--- config.mk ---
export PLATFORM = sky130hd
export DESIGN_NAME = trap_ctrl
export DESIGN_NICKNAME = d
export VERILOG_FILES = /design/src/rtl/trap_ctrl.sv
export SDC_FILE = /design/constraint.sdc
export NUM_CORES = 1
export LEC_CHECK = 0
export BUFFER_PORTS_ARGS = -buffer_cell sky130_fd_sc_hd__buf_2
export CORE_MARGIN = 2
export CORE_UTILIZATION = 30
export CTS_CLUSTER_DIAMETER = 120
export CTS_CLUSTER_SIZE = 10
export DETAILED_ROUTE_END_ITERATION = 8
export GPL_ROUTABILITY_DRIVEN = 0
export SLEW_MARGIN = 20
export SYNTH_ARGS = -nofsm -noshare
export SYNTH_HDL_FRONTEND = slang
export SYNTH_SLANG_ARGS = --single-unit
--- constraint.sdc ---
create_clock -name clk -period 2.6 [get_ports clk]
set_input_delay 0.13 -clock clk [delete_from_list [all_inputs] [get_ports clk]]
set_output_delay 0.13 -clock clk [all_outputs]
set_load 0.01 [all_outputs]
--- src/rtl/trap_ctrl.sv ---
// Machine-mode trap controller: prioritises exceptions/interrupts of the memory-stage
// instruction, owns the M-mode trap CSRs, and drives the redirect pulse plus flush window.
module trap_ctrl #(
    parameter logic [31:0] MTVEC_RESET  = 32'h0000_0100,
    parameter int unsigned FLUSH_CYCLES = 3
) (
    input  logic        clk,
    input  logic        reset_n,
    input  logic        mem_valid,
    input  logic [31:0] mem_pc,
    input  logic [31:0] mem_instr,
    input  logic        mem_ecall,
    input  logic        mem_ebreak,
    input  logic        mem_illegal,
    input  logic        mem_mret,
    input  logic        irq_ext,
    input  logic        irq_timer,
    input  logic        csr_we,
    input  logic [11:0] csr_addr,
    input  logic [31:0] csr_wdata,
    output logic [31:0] csr_rdata,
    output logic        trap_taken,
    output logic        mret_taken,
    output logic [31:0] trap_pc,
    output logic        flush,
    output logic [31:0] mstatus,
    output logic [31:0] mepc,
    output logic [31:0] mcause
);
    localparam logic [11:0] CSR_MSTATUS = 12'h300;
    localparam logic [11:0] CSR_MIE     = 12'h304;
    localparam logic [11:0] CSR_MTVEC   = 12'h305;
    localparam logic [11:0] CSR_MEPC    = 12'h341;
    localparam logic [11:0] CSR_MCAUSE  = 12'h342;
    localparam logic [11:0] CSR_MTVAL   = 12'h343;
    localparam logic [11:0] CSR_MIP     = 12'h344;
    localparam logic [3:0]  FLUSH_LOAD  = 4'(FLUSH_CYCLES - 1);

    typedef enum logic [1:0] {S_IDLE, S_REDIRECT, S_FLUSH} state_t;

    state_t      state_q, state_d;
    logic [3:0]  cnt_q, cnt_d;
    logic        mst_mie_q, mst_mie_d, mst_mpie_q, mst_mpie_d;
    logic        meie_q, meie_d, mtie_q, mtie_d;
    logic [31:0] mtvec_q, mtvec_d, mepc_q, mepc_d;
    logic [31:0] mcause_q, mcause_d, mtval_q, mtval_d;
    logic [31:0] trap_pc_q, trap_pc_d;
    logic        is_mret_q, is_mret_d;

    logic        sample, trap_evt, mret_evt, is_irq;
    logic [3:0]  code;
    logic [31:0] tval, mip_v, mstatus_v, trap_base;

    assign sample    = (state_q == S_IDLE) && mem_valid;
    assign mip_v     = {20'b0, irq_ext, 3'b0, irq_timer, 7'b0};
    assign mstatus_v = {19'b0, 2'b11, 3'b0, mst_mpie_q, 3'b0, mst_mie_q, 3'b0};
    assign trap_base = {mtvec_q[31:2], 2'b00};

    // Cause selection in priority order; interrupts need both the enable and global MIE.
    always_comb begin
        trap_evt = 1'b1;
        is_irq   = 1'b0;
        code     = 4'd0;
        tval     = 32'b0;
        if (irq_ext && meie_q && mst_mie_q) begin
            is_irq = 1'b1;
            code   = 4'd11;
        end else if (irq_timer && mtie_q && mst_mie_q) begin
            is_irq = 1'b1;
            code   = 4'd7;
        end else if (mem_illegal) begin
            code = 4'd2;
            tval = mem_instr;
        end else if (mem_ecall) begin
            code = 4'd11;
        end else if (mem_ebreak) begin
            code = 4'd3;
            tval = mem_pc;
        end else begin
            trap_evt = 1'b0;
        end
        mret_evt = mem_mret && !trap_evt;
    end

    always_ff @(posedge clk or negedge reset_n) begin
        if (!reset_n) begin
            state_q <= S_IDLE;
            cnt_q   <= 4'd0;
        end else begin
            state_q <= state_d;
            cnt_q   <= cnt_d;
        end
    end

    always_comb begin
        state_d = state_q;
        cnt_d   = cnt_q;
        case (state_q)
            S_IDLE:     if (sample && (trap_evt || mret_evt)) state_d = S_REDIRECT;
            S_REDIRECT: begin
                cnt_d   = FLUSH_LOAD;
                state_d = (FLUSH_CYCLES <= 1) ? S_IDLE : S_FLUSH;
            end
            S_FLUSH: begin
                cnt_d = cnt_q - 4'd1;
                if (cnt_q <= 4'd1) state_d = S_IDLE;
            end
            default:    state_d = S_IDLE;
        endcase
    end

    always_comb begin
        trap_taken = (state_q == S_REDIRECT) && !is_mret_q;
        mret_taken = (state_q == S_REDIRECT) && is_mret_q;
        flush      = (state_q == S_REDIRECT) || ((state_q == S_FLUSH) && (cnt_q != 4'd0));
    end

    // CSR write lands first; trap/MRET field updates then override it on the same edge.
    always_comb begin
        mst_mie_d  = mst_mie_q;
        mst_mpie_d = mst_mpie_q;
        meie_d     = meie_q;
        mtie_d     = mtie_q;
        mtvec_d    = mtvec_q;
        mepc_d     = mepc_q;
        mcause_d   = mcause_q;
        mtval_d    = mtval_q;
        trap_pc_d  = trap_pc_q;
        is_mret_d  = is_mret_q;
        if (csr_we) begin
            case (csr_addr)
                CSR_MSTATUS: begin
                    mst_mie_d  = csr_wdata[3];
                    mst_mpie_d = csr_wdata[7];
                end
                CSR_MIE: begin
                    meie_d = csr_wdata[11];
                    mtie_d = csr_wdata[7];
                end
                CSR_MTVEC:  mtvec_d  = {csr_wdata[31:2], 1'b0, csr_wdata[0]};
                CSR_MEPC:   mepc_d   = {csr_wdata[31:2], 2'b00};
                CSR_MCAUSE: mcause_d = csr_wdata;
                CSR_MTVAL:  mtval_d  = csr_wdata;
                default:    ;
            endcase
        end
        if (sample && trap_evt) begin
            mepc_d     = mem_pc;
            mcause_d   = {is_irq, 27'b0, code};
            mtval_d    = tval;
            mst_mpie_d = mst_mie_q;
            mst_mie_d  = 1'b0;
            is_mret_d  = 1'b0;
            trap_pc_d  = (mtvec_q[0] && is_irq) ? trap_base + {26'b0, code, 2'b00} : trap_base;
        end else if (sample && mret_evt) begin
            mst_mie_d  = mst_mpie_q;
            mst_mpie_d = 1'b1;
            is_mret_d  = 1'b1;
            trap_pc_d  = mepc_q;
        end
    end

    always_ff @(posedge clk or negedge reset_n) begin
        if (!reset_n) begin
            mst_mie_q  <= 1'b0;
            mst_mpie_q <= 1'b0;
            meie_q     <= 1'b0;
            mtie_q     <= 1'b0;
            mtvec_q    <= MTVEC_RESET;
            mepc_q     <= 32'b0;
            mcause_q   <= 32'b0;
            mtval_q    <= 32'b0;
            trap_pc_q  <= 32'b0;
            is_mret_q  <= 1'b0;
        end else begin
            mst_mie_q  <= mst_mie_d;
            mst_mpie_q <= mst_mpie_d;
            meie_q     <= meie_d;
            mtie_q     <= mtie_d;
            mtvec_q    <= mtvec_d;
            mepc_q     <= mepc_d;
            mcause_q   <= mcause_d;
            mtval_q    <= mtval_d;
            trap_pc_q  <= trap_pc_d;
            is_mret_q  <= is_mret_d;
        end
    end

    always_comb begin
        case (csr_addr)
            CSR_MSTATUS: csr_rdata = mstatus_v;
            CSR_MIE:     csr_rdata = {20'b0, meie_q, 3'b0, mtie_q, 7'b0};
            CSR_MTVEC:   csr_rdata = mtvec_q;
            CSR_MEPC:    csr_rdata = mepc_q;
            CSR_MCAUSE:  csr_rdata = mcause_q;
            CSR_MTVAL:   csr_rdata = mtval_q;
            CSR_MIP:     csr_rdata = mip_v;
            default:     csr_rdata = 32'b0;
        endcase
    end

    assign trap_pc = trap_pc_q;
    assign mstatus = mstatus_v;
    assign mepc    = mepc_q;
    assign mcause  = mcause_q;
endmodule

==> metrics.yaml <==
worstSetupPathType: "reg2reg"
clockBufferDepth: 2
antenna_found_initial: 0
nets: 1507
cp_slowest_stage_delay_ns: 0.48
dp_hpwl_um: 27500
synth-seq-area-share_pct: 43.7
start_util_pct: 30.6
synth_top_area_share_pct: 43.4
io_pins: 281
hold_path_class: "in2reg"
diodes: 0
peakVddDrop_uv: 428
vias: 9646
run_status: "finished, final reports clean"
rr_worst_depth: 8
power_density_mw_per_mm2: 727
crit_start: "meie_q"
reg2reg_to: "trap_pc[27]"
core-area_mm2: 0.0318
synth_cells: 1034
netlist_area_mm2: 0.00974
io_buffers: 250
cp.required_ns: 2.92
p_int_mw: 6.03
slowest_stage: "a2111o_1"
area_growth_pct: 38.2
crit_path_end: "trap_pc[27]"
path_clk_slew_ns: 0.08
hold_viol_final: 0
dpl-instance-area_mm2: 0.0118
relSlewSlack_pct: 41.2
power_frac_comb_pct: 31.1
multi_input_area_mm2: 0.00518
switching_share_pct: 38.4
synth_flop_cell: "dfrtp_1"
seq_area_mm2: 0.00426
drt-pass1-iter-count: 5
cts_root_buffer: "clkbuf_16"
total_leakage_power_nw: 6.31
ant_nets: 0
p_clk_share_pct: 26.3
synthArstFlopShare_pct: 100
ys_seq_elements: 170
pwr-share-seq_pct: 42.5
tns_ns: 0
htreeDepth: 4
wl_um: 39300
die_w_um: 184
cts_buffers: 17
reg2reg_slack_ns: 0.02
synth_cell_types: 60
timing.fmax_ghz: 0.387
drive_above_1_share_pct: 30.1
rsz0062_at_grt: "yes"
grt_usage_pct: 23.0
worstSetupEndpointType: "flip-flop"
vias_per_cell: 5.28
yosysTopAreaCell: "dfrtp_1"
grt_pass1_wl_um: 58100
arrival_ns: 2.90
final_max_slew_viol_count: 0
drc: 0
cts_tree: "done"
worstSkewPairLatency_ns: 0.43
critPathLaunchType: "flip-flop"
grt_max_degree: 71
max-cap-violations: 0
clock_sinks: 170
clock_skew_ns: 0.0117
nFillCells: 3165
r2r-start: "meie_q"
tightest_slew_ns: 0.880
drt_iter0_drc: 719
yosysMostFrequentCell: "nand2_1"
crit_fanout: 5
synth_warnings: 0
switchingPower_mw: 3.76
cp_top_family: "compound AO/OA/AOI/OAI gates"
ys_top_cells_by_area: "dfrtp_1 (43%), a22oi_1 (6.6%), nand2_1 (6.6%)"
finalInstanceArea_mm2: 0.0135
overflow: 0
worstSetupPathDepth: 8
fin_util_pct: 42.3
wl_per_cell_um: 21.5
die-area_mm2: 0.0339
grt_pass1_vias: 9368
row_count: 65
synth_common_cells: "nand2_1 (171), dfrtp_1 (169), a22oi_1 (86), o21ai_0 (71), mux2i_1 (63)"
finalCriticalPeriod_ns: 2.58
crit_buf_inv: 0
post-route-period-util_pct: 99.4
crit_chain: "a22o_1, a2111o_1, ha_4, a211o_1, a21oi_4, nor4_1, mux2i_1, a221o_1"
setup_viol: 0
fp.dieH_um: 184
synth.avg_cell_area_um2: 9.42
synth_edf_count: 0
[how the worst min path moves through the flow]
stage	slack, ns	depth (start not counted)	endpoint	from
3_5_place_dp	0.12	1	mepc[16]	reset_n
3_3_place_gp	0.12	1	mtval_q[16]	reset_n
4_1_cts	0.03	3	mtval_q[17]	mem_instr[17]
2_1_floorplan	-0.17	0	cnt_q[0]	reset_n
6_report	0.05	3	mtval_q[17]	mem_instr[17]
5_1_grt	0.05	3	mtval_q[17]	mem_instr[17]
[per-layer routing]
layer	up-vias	GRT usage, %	wire [µm]
li1	4374	-	-
met1	4802	32.0	17400
met2	423	36.8	18600
met3	47	3.60	2420
met4	0	6.98	929
met5	-	0	0
[metrics by stage]
step	total power, mW	cells	setup WS, ns	hold slack (ns)
2_1_floorplan	5.57	1062	0.00947	-0.166
3_3_place_gp	7.03	1697	0.0399	0.119
3_5_place_dp	7.10	1697	0.000819	0.121
4_1_cts	9.80	1822	0.0210	0.0304
5_1_grt	10.3	1827	-0.0693	0.0481
6_report	9.79	1827	0.0160	0.0497
[state kept, by name, indices dropped and copies added (netlist names)]
signal      cells
state_q         2
trap_pc        32
cnt_q           4
mtval_q        32
mcause         32
mst_mie_q       1
mst_mpie_q      1
meie_q          1
mtvec_q        31
mtie_q          1
mepc           32
is_mret_q       1
[cell type report]
class	count	area share, %
clock inverters	13	0.995
inverters	14	0.409
flip-flops and latches	170	31.6
clock buffers	19	3.29
repair buffers	405	21.1
multi-input cells	771	38.5
well taps	435	4.04
[power groups by stage]
| stage | clock network [mW] | registers (mW) | logic, mW |
|---|---|---|---|
| after global routing | 2.72 | 4.25 | 3.35 |
| after global placement | 0 | 4.18 | 2.85 |
| after CTS | 2.62 | 4.15 | 3.02 |
| after floorplan | 0 | 4.09 | 1.48 |
| final | 2.58 | 4.16 | 3.05 |
| after detailed placement | 0 | 4.19 | 2.91 |
[layout by cell type (no fill, tap or decap), types with 8 or more instances in the layout]
master	count
buf_2	250
nand2_1	171
dfrtp_1	169
dlygate4sd3_1	92
a22oi_1	86
o21ai_0	69
mux2i_1	63
a21oi_1	58
buf_4	44
mux2_4	30
conb_1	30
nand3_1	28
nor2_1	26
and3_1	19
clkbuf_16	18
xnor2_1	14
inv_1	13
buf_12	13
nand4_1	11
nor3_1	11
a211oi_1	11
o21ai_1	10
nand2b_1	8
o211ai_1	8
[worst reg2reg max path, cell delays in order, from the launching register on]
cell      delay, ns
dfrtp_1        0.39
a22o_1         0.26
a2111o_1       0.48
ha_4           0.26
a211o_1        0.31
a21oi_4        0.26
nor4_1         0.10
mux2i_1        0.15
a221o_1        0.27
[cells by family after synthesis]
kind of cell	after synthesis	synth area share (%)
muxes	98	11.7
xor gates and xnor gates	17	1.53
other	2	0.0771
adders and majority gates	10	1.36
AOI/OAI and AO/OA	286	18.6
buffers and inverters	121	6.71
and+or+nand+nor	330	16.4
DFF	170	43.7
[timing repair]
item	in CTS	in global routing
pin swaps	0	16
hold buffers	92	0
resized for setup	2	24
hold endpoints to repair	165	0
setup buffers	1	3
cloned	0	2
endpoints found under the setup margin	6	27
(Power assumes the default switching activity.)
